[config.mk]
export PLATFORM = sky130hd
export DESIGN_NAME = tag_link_arbiter_flat
export DESIGN_NICKNAME = d
export VERILOG_FILES = /design/src/rtl/tag_link_arbiter_if.sv /design/src/rtl/tag_link_arbiter.sv /design/src/flat_wrapper.sv
export SDC_FILE = /design/constraint.sdc
export NUM_CORES = 1
export LEC_CHECK = 0
export CORE_AREA = 10 10 108 110
export DETAILED_ROUTE_END_ITERATION = 10
export DIE_AREA = 0 0 118 120
export PLACE_DENSITY = 0.81
export SLEW_MARGIN = 20
export SYNTH_ARGS = -nofsm -noshare
export SYNTH_HDL_FRONTEND = slang
export SYNTH_SLANG_ARGS = --single-unit
[constraint.sdc]
create_clock -name clk -period 2.55 [get_ports clk]
set_input_delay 0.255 -clock clk [delete_from_list [all_inputs] [get_ports clk]]
set_output_delay 0.255 -clock clk [all_outputs]
set_load 0.03 [all_outputs]
[src/rtl/tag_link_arbiter_if.sv]
// tag_link_arbiter_if: request/grant/data bundle between the lv1a/lv1b tag sources and the tag link arbiter.
interface tag_link_arbiter_if;
    logic        in_live;
    logic        req_a;
    logic        req_b;
    logic [15:0] data_a;
    logic [15:0] data_b;
    logic        gnt_a;
    logic        gnt_b;
    logic [15:0] out_trig_tag;
    logic        out_tag_valid;
    logic        busy;
    logic [19:0] grant_cnt_a;
    logic [19:0] grant_cnt_b;
    logic [15:0] wait_cnt;
    modport master (
        output in_live, req_a, req_b, data_a, data_b,
        input  gnt_a, gnt_b, out_trig_tag, out_tag_valid, busy, grant_cnt_a, grant_cnt_b, wait_cnt
    );
    modport slave (
        input  in_live, req_a, req_b, data_a, data_b,
        output gnt_a, gnt_b, out_trig_tag, out_tag_valid, busy, grant_cnt_a, grant_cnt_b, wait_cnt
    );
endinterface

[src/rtl/tag_link_arbiter.sv]
// tag_link_arbiter: serialises lv1a/lv1b tag frames onto the trigger tag ADC link with a guard gap.
// Define TAG_ARB_FIXED_PRIO_EN to give port A fixed priority instead of round-robin.
module tag_link_arbiter #(
    parameter int NWORD = 9,
    parameter int GAP   = 2
) (
    input logic clk,
    input logic rst,
    tag_link_arbiter_if.slave bus
);
    typedef enum logic [1:0] {S_IDLE, S_SEND, S_GAP} state_t;
    state_t      state, state_n;
    logic [3:0]  wcnt, wcnt_n;
    logic [2:0]  gcnt, gcnt_n;
    logic        last_b, last_b_n, live_q, pick_a, rise, waiting;
    logic        gnt_a_n, gnt_b_n, valid_n;
    logic [15:0] tag_n, wbase;
    assign rise    = bus.in_live & ~live_q;
    assign waiting = bus.in_live & ((bus.req_a & ~bus.gnt_a) | (bus.req_b & ~bus.gnt_b));
    assign wbase   = rise ? 16'd0 : bus.wait_cnt;
    assign bus.busy = state != S_IDLE;
`ifdef TAG_ARB_FIXED_PRIO_EN
    assign pick_a = bus.req_a;
`else
    assign pick_a = bus.req_a & (~bus.req_b | last_b);
`endif
    always_comb begin
        state_n  = state;
        wcnt_n   = wcnt;
        gcnt_n   = gcnt;
        last_b_n = last_b;
        gnt_a_n  = bus.gnt_a;
        gnt_b_n  = bus.gnt_b;
        tag_n    = 16'd0;
        valid_n  = 1'b0;
        if (!bus.in_live) begin
            state_n = S_IDLE;
            gnt_a_n = 1'b0;
            gnt_b_n = 1'b0;
        end else begin
            case (state)
                S_IDLE: if (bus.req_a | bus.req_b) begin
                    gnt_a_n  = pick_a;
                    gnt_b_n  = ~pick_a;
                    last_b_n = ~pick_a;
                    wcnt_n   = 4'd0;
                    state_n  = S_SEND;
                end
                S_SEND: begin
                    tag_n   = bus.gnt_a ? bus.data_a : bus.data_b;
                    valid_n = 1'b1;
                    wcnt_n  = wcnt + 4'd1;
                    if (wcnt == 4'(NWORD - 1)) begin
                        gnt_a_n = 1'b0;
                        gnt_b_n = 1'b0;
                        gcnt_n  = 3'd0;
                        state_n = S_GAP;
                    end
                end
                S_GAP: begin
                    gcnt_n  = gcnt + 3'd1;
                    state_n = gcnt == 3'(GAP - 1) ? S_IDLE : S_GAP;
                end
                default: state_n = S_IDLE;
            endcase
        end
    end
    // Grants only rise out of IDLE, so a rising grant marks the clock a frame is issued.
    always_ff @(posedge clk or posedge rst) begin
        if (rst) begin
            state             <= S_IDLE;
            wcnt              <= 4'd0;
            gcnt              <= 3'd0;
            last_b            <= 1'b1;
            live_q            <= 1'b0;
            bus.gnt_a         <= 1'b0;
            bus.gnt_b         <= 1'b0;
            bus.out_trig_tag  <= 16'd0;
            bus.out_tag_valid <= 1'b0;
            bus.grant_cnt_a   <= 20'd0;
            bus.grant_cnt_b   <= 20'd0;
            bus.wait_cnt      <= 16'd0;
        end else begin
            state             <= state_n;
            wcnt              <= wcnt_n;
            gcnt              <= gcnt_n;
            last_b            <= last_b_n;
            live_q            <= bus.in_live;
            bus.gnt_a         <= gnt_a_n;
            bus.gnt_b         <= gnt_b_n;
            bus.out_trig_tag  <= tag_n;
            bus.out_tag_valid <= valid_n;
            bus.grant_cnt_a   <= (rise ? 20'd0 : bus.grant_cnt_a) + 20'(gnt_a_n & ~bus.gnt_a);
            bus.grant_cnt_b   <= (rise ? 20'd0 : bus.grant_cnt_b) + 20'(gnt_b_n & ~bus.gnt_b);
            bus.wait_cnt      <= wbase + 16'(waiting && wbase != 16'hFFFF);
        end
    end
endmodule

[src/flat_wrapper.sv]
// flat-port wrapper written by rule: the top's interface ports become plain ports
module tag_link_arbiter_flat 
#(
    parameter int NWORD = 9,
    parameter int GAP   = 2
)
  (clk, rst, bus_in_live, bus_req_a, bus_req_b, bus_data_a, bus_data_b, bus_gnt_a, bus_gnt_b, bus_out_trig_tag, bus_out_tag_valid, bus_busy, bus_grant_cnt_a, bus_grant_cnt_b, bus_wait_cnt);
  tag_link_arbiter_if bus_i ();
  input logic clk;
  input logic rst;
  input wire logic [$bits(bus_i.in_live)-1:0] bus_in_live;
  input wire logic [$bits(bus_i.req_a)-1:0] bus_req_a;
  input wire logic [$bits(bus_i.req_b)-1:0] bus_req_b;
  input wire logic [$bits(bus_i.data_a)-1:0] bus_data_a;
  input wire logic [$bits(bus_i.data_b)-1:0] bus_data_b;
  output wire logic [$bits(bus_i.gnt_a)-1:0] bus_gnt_a;
  output wire logic [$bits(bus_i.gnt_b)-1:0] bus_gnt_b;
  output wire logic [$bits(bus_i.out_trig_tag)-1:0] bus_out_trig_tag;
  output wire logic [$bits(bus_i.out_tag_valid)-1:0] bus_out_tag_valid;
  output wire logic [$bits(bus_i.busy)-1:0] bus_busy;
  output wire logic [$bits(bus_i.grant_cnt_a)-1:0] bus_grant_cnt_a;
  output wire logic [$bits(bus_i.grant_cnt_b)-1:0] bus_grant_cnt_b;
  output wire logic [$bits(bus_i.wait_cnt)-1:0] bus_wait_cnt;
  assign bus_i.in_live = bus_in_live;
  assign bus_i.req_a = bus_req_a;
  assign bus_i.req_b = bus_req_b;
  assign bus_i.data_a = bus_data_a;
  assign bus_i.data_b = bus_data_b;
  assign bus_gnt_a = bus_i.gnt_a;
  assign bus_gnt_b = bus_i.gnt_b;
  assign bus_out_trig_tag = bus_i.out_trig_tag;
  assign bus_out_tag_valid = bus_i.out_tag_valid;
  assign bus_busy = bus_i.busy;
  assign bus_grant_cnt_a = bus_i.grant_cnt_a;
  assign bus_grant_cnt_b = bus_i.grant_cnt_b;
  assign bus_wait_cnt = bus_i.wait_cnt;
  tag_link_arbiter #(.NWORD(NWORD), .GAP(GAP)) u_core (.clk(clk), .rst(rst), .bus(bus_i));
endmodule
=== Yosys cells after proc, flatten, opt, wreduce, memory -nomap -nowiden ===
Index checks and enable logic that the tools add are counted.

* Register bits: 86
* Bits of input ports: 37
* Output and inout bits: 76
* Word-level logic and storage cells: 77

* Add/sub/neg operators: 5
* Equal/unequal tests: 9
* Muxes and demuxes: 25
* Bitwise gates (word level): 17
* Reductions and logical operators: 9

{| class="wikitable"
|+ Operator list
! kind !! count
|-
| 16-bit two-way mux || 4
|-
| 20-bit adder || 2
|-
| 1-bit by 20-bit bitwise AND with 20-bit output || 2
|-
| 20-bit two-way mux || 2
|-
| 1-bit inverter with 20-bit output || 2
|-
| 16-bit by 1-bit adder with 16-bit output || 1
|-
| 16-bit != test (second input constant) || 1
|-
| 3-bit AND reduction || 3
|-
| 1-bit two-way mux || 8
|-
| 2-bit two-way mux || 4
|-
| 4-bit one-hot mux with 2 select lines || 1
|-
| 3-bit by 2-bit != test with 1-bit output (second input constant) || 2
|-
| 2-bit one-hot mux with 3 select lines || 1
|-
| 3-bit one-hot mux with 2 select lines || 1
|-
| 2-bit nonzero test || 3
|-
| 1-bit bitwise AND || 5
|-
| 1-bit inverter || 5
|-
| 4-bit by 1-bit adder with 4-bit output (second input constant) || 1
|-
| 4-bit equality test (second input constant) || 1
|-
| 4-bit two-way mux || 1
|-
| 2-bit by 1-bit != test with 1-bit output (second input constant) || 2
|-
| 1-bit one-hot mux with 2 select lines || 2
|-
| 3-bit by 1-bit adder with 3-bit output (second input constant) || 1
|-
| 3-bit by 1-bit equality test with 1-bit output (second input constant) || 1
|-
| 7 further kinds || 9
|}

=== Logic depth before layout (Yosys ltp) ===
Gate-level depths: netlist of the first run.

* Depth in word-level cells: 9
* Gate-level depth with buffers: 12

=== Least setup slack after synthesis of the first run ===
No wires, ideal clock.

* Path kind: register to register
* Start point: register u_core.state[0]
* End point: register u_core.bus.grant_cnt_a[14]
* Data arrival time: 2.592 ns
* Required time: 2.472 ns
* Setup slack: -0.120 ns
* Stages on the path, launching flop included: 11
* Buffers on the path: 0
* Clock period less this slack: 2.670 ns
* Cell sequence: dfrtp_1 nor2_1 inv_1 or2_2 nor3_1 ha_1 ha_1 and4_2 nand3_2 or4_1 a21oi_1

* Word-level cells in the longest chain between the ends: 5
* Elaborated cells between the ends (all ways): 6
* Those cells by class: add/sub (1); eq/ne (1); mux (2); bitwise (1); reduce/logical (1)

{| class="wikitable"
|+ RTL lines
! what !! line !! RTL
|-
| start: declaration || tag_link_arbiter.sv:12 || <nowiki>state_t state, state_n;</nowiki>
|-
| start signal: assignment || tag_link_arbiter.sv:84 || <nowiki>state <= state_n;</nowiki>
|-
| 2-bit by 1-bit equality test with 1-bit output or 2-bit logical NOT (tied branches) || tag_link_arbiter.sv:41 || <nowiki>case (state)</nowiki>
|-
| 1-bit one-hot mux with 2 select lines (*) || tag_link_arbiter.sv:41 ||
|-
| 1-bit two-way mux (*) || tag_link_arbiter.sv:36 || <nowiki>if (!bus.in_live) begin</nowiki>
|-
| 1-bit by 20-bit bitwise AND with 20-bit output (*) || tag_link_arbiter.sv:93 || <nowiki>bus.grant_cnt_a <= (rise ? 20'd0 : bus.grant_cnt_a) + 20'(gnt_a_n & ~bus.gnt_a);</nowiki>
|-
| 20-bit adder (*) || tag_link_arbiter.sv:93 ||
|-
| end signal: assignment || tag_link_arbiter.sv:93 ||
|-
| end: declaration || tag_link_arbiter_if.sv:22 || <nowiki>output gnt_a, gnt_b, out_trig_tag, out_tag_valid, busy, grant_cnt_a, grant_cnt_b, wait_cnt</nowiki>
|}

Mark *: on every way between the ends. The rest lies on a longest branch, timed or not.
A chain may end at the register's enable or synchronous reset.

=== Worst setup path in the final report of the first run ===
* Start point: register u_core.wcnt[0]
* End point: register u_core.bus.grant_cnt_b[19]

* Word-level cells in the longest chain between the ends: 6

{| class="wikitable"
|+ RTL lines
! what !! line !! RTL
|-
| start: declaration || tag_link_arbiter.sv:13 || <nowiki>logic [3:0] wcnt, wcnt_n;</nowiki>
|-
| start signal: assignment || tag_link_arbiter.sv:85 || <nowiki>wcnt <= wcnt_n;</nowiki>
|-
| 4-bit equality test || tag_link_arbiter.sv:53 || <nowiki>if (wcnt == 4'(NWORD - 1)) begin</nowiki>
|-
| 1-bit two-way mux || tag_link_arbiter.sv:53 ||
|-
| 1-bit one-hot mux with 2 select lines || tag_link_arbiter.sv:41 ||
|-
| 1-bit two-way mux || tag_link_arbiter.sv:36 ||
|-
| 1-bit by 20-bit bitwise AND with 20-bit output || tag_link_arbiter.sv:94 || <nowiki>bus.grant_cnt_b <= (rise ? 20'd0 : bus.grant_cnt_b) + 20'(gnt_b_n & ~bus.gnt_b);</nowiki>
|-
| 20-bit adder || tag_link_arbiter.sv:94 ||
|-
| end signal: assignment || tag_link_arbiter.sv:94 ||
|-
| end: declaration || tag_link_arbiter_if.sv:22 ||
|}

No other way between the ends.

==> impl_metrics.csv, run 1 <==
group,metric,value,unit
yosys,synth-edff-count,0,
cells_and_area,nets,610,
run_status,violations,"setup timing",
power,power.total,0.00295,W
routing,avgViaCountPerCell,5.26,
floorplanning,core_area,9550,µm²
routing,drt_wl_total,11500,µm
sta,slew_headroom,58.6,%
power,clockPowerShare,29.9,%
routing,first_iter_violations,165,
clock_tree,cts.sinks,86,
yosys,async_flop_share,100,%
global_routing,grt_first_pass_wirelength,18900,µm
sta,period_needed,2600,ps
floorplanning,initial_core_util,43.3,%
yosys,synth.cell_area,4130,µm²
yosys,synthCells,407,
power,p_sw_share,29.6,%
routing,firstDrtPassIters,4,
yosys,seq_area_frac_synth,52.1,%
floorplanning,die-area,14200,µm²
worst_setup_path,path_max_fanout,6,
clock_tree,cts_tree,"built",
power,seqPwrFrac,50.8,%
sta,finalCritPeriodShare,102,%
worst_setup_path,crit_arrival,2890,ps
floorplanning,die_y,120,µm
sta,max_freq,0.384,GHz
yosys,synth_cell_types,44,
worst_setup_path,crit_required,2840,ps
power,intPower,0.00207,W
power,p_switching,0.000871,W
floorplanning,rows,36,
worst_setup_path,r2r_slack,-50,ps
run_status,status,"finished, violations left",
clock_tree,clockRootBuffer,"clkbuf_8",
global_routing,grt_max_degree,87,
worst_setup_path,start_kind,"flop",
place,io_buffers,112,
worst_setup_path,endpoint_kind,"flop",
yosys,synthMuxAreaShare,4.15,%
clock_tree,htree_levels,3,
routing,drc,0,
sta,drv_slew,0,
yosys,synth_common_cells,"85 x dfrtp_1, 59 x nor2_1, 34 x nand2_1",
sta,finalWorstSetupSlack,-54.4,ps
yosys,yosys.area_share.simple,22.7,%
power,cellPowerDensity,484,nW/µm²
power,cellLeakagePower,2.61,nW
clock_tree,clockBufferDepth,2,
global_routing,antenna_found_initial,0,
yosys,synth_fa_ha_area_share,3.03,%
sta,worst_pin_slew,619,ps
global_routing,overflow,0,
yosys,netlist.area_leader.share,51.5,%
cells_and_area,insertedDiodeCount,0,
sta,fin_worst_skew,10.1,ps
routing,num_vias,3686,
yosys,synth_top_family_by_area,"simple AND/OR/NAND/NOR gates",
cells_and_area,nFillCells,792,
floorplanning,die_x,118,µm
yosys,syn_area_per_cell,10.2,µm²
sta,hold_violations,0,
cells_and_area,drive_above_1_share,18.3,%
worst_setup_path,r2r_end,"u_core.bus.grant_cnt_b[19]",
routing,route.antenna.remaining_nets,0,
yosys,synth_xor_xnor_area_share,7.42,%
sta,hold_slack,319,ps
cells_and_area,fin_util,63.8,%
floorplanning,io_pins,113,
flow_run,timing.max_cap.violations,0,
place,dpl.hpwl,8480,µm
yosys,ys.flop_type,"dfrtp_1",
yosys,synth_compound_area_share,7.99,%
cells_and_area,area_growth,47.4,%
yosys,ys_ff_latch,86,
sta,final-setup-viol-count,1,
worst_setup_path,critPathKind,"flop to flop",
yosys,syn_nets,454,
yosys,synthTopCellsByArea,"dfrtp_1 51%, nor2_1 5.4%, mux2i_1 3.9%, xnor2_1 3.8%, xor2_1 3.6%",
global_routing,grt_pass1_vias,3837,
clock_tree,insertion_delay,360,ps
routing,wl_per_cell,16.4,µm
place,globalplace.congestion,0.832,
sta,rsz0062_at_grt,"yes",
yosys,synth_most_common_cell,"dfrtp_1",
worst_setup_path,reg2reg_depth,11,
global_routing,gr-usage-all-layers,16.0,%
min_path,min_path_type,"primary input to asynchronous set/reset pin",
power,vdd_ir_drop_max,386,µV
power,pwr-share-comb,19.3,%
clock_tree,clk_pin_slew,90,ps
yosys,post-synth-top-area-cell,"dfrtp_1",
clock_tree,cts_buffers,9,
yosys,ys_warn_count,0,
sta,finalSetupTns,-54.4,ps
worst_setup_path,r2r_start,"u_core.wcnt[0]",
[layout make-up]
cell class / instances / area [µm²] / area share (%)
Tap cell: 133 / 166 / 2.73
Clock inverter: 5 / 35.0 / 0.575
Multi-Input combinational cell: 294 / 2060 / 33.8
Sequential cell: 86 / 2150 / 35.4
Inverter: 14 / 53.8 / 0.884
Timing Repair Buffer: 158 / 1480 / 24.3
Clock buffer: 11 / 141 / 2.32
[kinds of logic (layout without fill, tap and decap cells)]
group | after synthesis | count (layout)
multiplexers | 17 | 17
adder cells (fa/ha/maj) | 10 | 10
AO/OA/AOI/OAI | 51 | 51
AND/OR/NAND/NOR | 181 | 181
XOR/XNOR | 35 | 35
buffers and inverters | 27 | 188
flip-flops | 86 | 86
[layout by cell type (no fill, tap or decap), types with 3 or more instances in the layout]
master and instances:
o31ai_2 4, and3_1 5, and2_1 12, xor2_1 17
nor2_1 58, and4_1 7, nand3_1 16, a21oi_2 7
nand2b_1 3, dfrtp_1 84, ha_1 6, ha_4 4
a41o_1 4, nor3_1 3, or4_4 6, clkdlybuf4s50_1 112
a31oi_1 5, nand2_1 34, a21oi_1 8, o21ai_0 9
mux2i_1 16, inv_1 11, xnor2_1 18, clkinvlp_4 4
nor2b_1 4, clkbuf_8 10, nand4_1 9, o31ai_1 6
buf_4 45, and4_4 3, or4_1 5
[how the worst max path moves through the flow]
stage / start / to / slack [ps]
after CTS: u_core.wcnt[1] / u_core.bus.grant_cnt_b[19] / 6
final: u_core.wcnt[0] / u_core.bus.grant_cnt_b[19] / -50
after detailed placement: bus_req_b / u_core.bus.grant_cnt_b[17] / -530
after global placement: bus_req_a / u_core.bus.grant_cnt_b[17] / -370
after floorplan: u_core.wcnt[0] / u_core.bus.grant_cnt_b[16] / 6
after global routing: u_core.wcnt[1] / u_core.bus.grant_cnt_b[19] / -120
[stage by stage]
stage / std cells / cell area, µm² / setup WS (ps)
after floorplan: 407 / 4140 / 6.28
after global placement: 679 / 5690 / -374
after global routing: 701 / 6090 / -123
after detailed placement: 679 / 5690 / -529
final: 701 / 6090 / -54.4
after CTS: 698 / 5980 / 5.61
[power by group through the flow]
stage	combinational [W]	sequential, W	clock [W]
after floorplan	0.000173	0.00161	0
after global placement	0.000524	0.00151	0
after detailed placement	0.000540	0.00152	0
after CTS	0.000562	0.00149	0.000897
after global routing	0.000620	0.00151	0.000966
final	0.000569	0.00150	0.000881
[flip-flops by register name, summed over array words and instances (netlist names)]
name,cells
u_core.last_b,1
u_core.bus.grant_cnt_a,20
u_core.bus.gnt_a,1
u_core.bus.out_trig_tag,16
u_core.gcnt,3
u_core.bus.wait_cnt,16
u_core.state,2
u_core.bus.grant_cnt_b,20
u_core.bus.out_tag_valid,1
u_core.wcnt,4
u_core.live_q,1
u_core.bus.gnt_b,1
[layer usage]
metal | wire length (µm) | vias up | global-route usage, %
met5 | 0 | - | 0
met1 | 4860 | 1835 | 18.6
met4 | 149 | 0 | 4.64
li1 | - | 1733 | -
met3 | 756 | 17 | 5.67
met2 | 5730 | 101 | 27.5
[critical path: stages (launching register included)]
cell       delay, ps
dfrtp_1          370
inv_1             80
ha_4             150
nand4b_1         140
o21ai_2          100
a2111oi_4        220
buf_4            180
ha_4             130
and4_4           230
nand4_1          230
or4_4            560
a21oi_2          160
[timing repair]
action | in CTS | in global routing
resized for setup | 20 | 20
pin swaps | 8 | 8
buffers inserted | 4 | 3
hold buffers | 0 | 0
endpoints found under the setup margin | 21 | 20
No activity file was read; power rests on OpenSTA's default activity.
==> run 2, diff against run 1 <==
CTS_CLUSTER_SIZE = 14   (was unset)
==> results of run 2 <==
No change in the layout: final DEF, timing and power equal those of run 1.
==> run 3, diff against run 2 <==
==> constraint.sdc (replaced) <==
create_clock -name clk -period 2.55 [get_ports clk]
set_input_delay 0.51 -clock clk [delete_from_list [all_inputs] [get_ports clk]]
set_output_delay 0.51 -clock clk [all_outputs]
set_load 0.03 [all_outputs]
==> run 3 against run 2 <==
  * The run still ends with setup timing left
  * Worst setup slack got worse by 64 ps
  * First-iteration DRC count increased by 24%
  * Total power increased by 4.8%
  * Combinational power rose by 6.9%
==> impl_metrics.csv, run 3 (synthesis results as in run 1) <==
group,metric,value,unit
cells_and_area,nFillCells,729,
global_routing,grt_pass1_vias,3886,
sta,max_freq,0.375,GHz
sta,rsz0062_at_grt,"yes",
cells_and_area,nets,631,
flow_run,timing.max_cap.violations,0,
worst_setup_path,crit_required,2780,ps
power,vdd_ir_drop_max,344,µV
place,dpl.hpwl,8600,µm
worst_setup_path,critPathKind,"primary input to flop",
clock_tree,clockBufferDepth,2,
cells_and_area,insertedDiodeCount,0,
global_routing,antenna_found_initial,0,
place,placed_area,5750,µm²
cells_and_area,final_common_cell,"clkdlybuf4s50_1",
run_status,status,"finished, violations left",
routing,drc,0,
cells_and_area,reg.largest.list,"u_core.bus.grant_cnt_a x20, u_core.bus.grant_cnt_b x20",
worst_setup_path,endpoint_kind,"flop",
sta,final-setup-viol-count,7,
routing,route.antenna.remaining_nets,0,
clock_tree,cts_tree,"built",
sta,drv_slew,0,
power,cellPowerDensity,489,nW/µm²
worst_setup_path,cp_num_buf_inv,5,
floorplanning,die_y,120,µm
sta,slew_headroom,58.1,%
global_routing,grt_max_degree,31,
worst_setup_path,cp_slowest_stage_delay,470,ps
global_routing,gr-usage-all-layers,15.8,%
clock_tree,cts_hold_buf,0,
sta,worst_pin_slew,628,ps
global_routing,overflow,0,
worst_setup_path,crit_family,"buffers and inverters",
clock_tree,cts_buffers,9,
floorplanning,rows,36,
power,cellLeakagePower,2.75,nW
clock_tree,htree_levels,3,
worst_setup_path,crit_chain,"clkdlybuf4s50_1 > buf_4 > buf_4 > inv_1 > o22ai_1 > nand2_1 > a31oi_1 > ha_2 > nand4_1 > buf_4 > nor4_1 > xnor2_1 > nor2_1",
clock_tree,insertion_delay,360,ps
worst_setup_path,slowest_stage,"clkdlybuf4s50_1",
run_status,violations,"setup timing",
floorplanning,initial_core_util,43.3,%
cells_and_area,final_cell_mix,"111 x clkdlybuf4s50_1, 84 x dfrtp_1, 64 x buf_4",
global_routing,grt_first_pass_wirelength,18900,µm
cells_and_area,stdcell_area,6320,µm²
routing,firstDrtPassIters,4,
clock_tree,cts.sinks,86,
cells_and_area,fin_util,66.2,%
place,globalplace.congestion,0.841,
cells_and_area,drive_above_1_share,21.7,%
floorplanning,core_area,9550,µm²
clock_tree,clockRootBuffer,"clkbuf_8",
worst_setup_path,crit_arrival,2900,ps
clock_tree,clk_pin_slew,90,ps
floorplanning,die_x,118,µm
routing,num_vias,3817,
floorplanning,die-area,14200,µm²
place,io_buffers,112,
worst_setup_path,path_max_fanout,4,
min_path,min_path_type,"flop to flop",
worst_setup_path,start_kind,"primary input",
routing,wl_per_cell,16.4,µm
worst_setup_path,crit_top_cell,"buf_4",
routing,first_iter_violations,204,
sta,fin_worst_skew,10.1,ps
routing,drt_wl_total,11800,µm
floorplanning,io_pins,113,
sta,finalCritPeriodShare,105,%
sta,hold_violations,0,
routing,avgViaCountPerCell,5.29,
sta,period_needed,2670,ps
cells_and_area,area_growth,52.9,%
sta,finalWorstSetupSlack,-118,ps
run 3: stage by stage:
stage | power [W] | instances | TNS [ps] | hold WS [ps] | worst slack, ps
after floorplan | 0.00178 | 407 | 0 | 481 | 13.6
after global placement | 0.00204 | 688 | -14010 | 502 | -589
after detailed placement | 0.00206 | 688 | -16510 | 523 | -659
after CTS | 0.00306 | 707 | -96.1 | 546 | -44.2
after global routing | 0.00321 | 722 | -2430 | 550 | -207
final | 0.00309 | 722 | -338 | 549 | -118
run 3: timing repair:
action                                  4_1_cts  5_1_grt
gates resized for setup                      21       30
buffers inserted                              3       15
endpoints found under the hold margin         0        0
endpoints found under the setup margin       22       29
pin swaps                                    11       23
run 3: report_power, final:
| part | switching, W | total [W] | leakage, nW | internal [W] |
|---|---|---|---|---|
| clock | 0.000526 | 0.000982 | 0.0960 | 0.000457 |
| sequential | 0.0000652 | 0.00150 | 1.17 | 0.00143 |
| combinational | 0.000320 | 0.000608 | 1.48 | 0.000288 |
| total | 0.000911 | 0.00309 | 2.75 | 0.00218 |
run 3: final timing paths:
check                                     from                         end  slack [ps]  depth (start not counted)
min in group asynchronous                  rst              u_core.wcnt[2]         600                          2
worst max-delay path                 bus_req_a      u_core.bus.wait_cnt[9]        -120                         13
worst max register to register  u_core.wcnt[1]  u_core.bus.grant_cnt_a[19]         -80                         12
worst min-delay path            u_core.gcnt[1]              u_core.gcnt[1]         550                          1
max in group asynchronous                  rst   u_core.bus.grant_cnt_a[5]        1330                          3
worst min register to register  u_core.gcnt[1]              u_core.gcnt[1]         550                          1
run 3: metal layers:
layer  global-route usage, %  vias to the layer above  routed length (µm)
met4                    4.71                        0                 212
met2                    27.0                      124                5960
met1                    18.4                     1886                4840
met5                       0                        -                   0
met3                    5.53                       20                 817
li1                        -                     1787                   -
run 3: area by class of cell:
| class | instances | area [µm²] | share of cell area (%) |
|---|---|---|---|
| Sequential cell | 86 | 2150 | 34.1 |
| Multi-Input combinational cell | 294 | 2110 | 33.4 |
| Timing Repair Buffer | 179 | 1630 | 25.9 |
| Tap cell | 133 | 166 | 2.63 |
| Clock buffer | 9 | 124 | 1.96 |
| Clock inverter | 7 | 72.6 | 1.15 |
| Inverter | 14 | 56.3 | 0.891 |
run 3: worst register-to-register path: stages (launching register included):
cell      delay (ps)
dfrtp_1          380
inv_2             60
ha_4             150
nand4b_1         150
o21ai_2          100
buf_4            140
buf_6            110
nor3_4           210
ha_4             190
and4_4           260
nand4_4          130
or4_1            550
a21oi_1          130
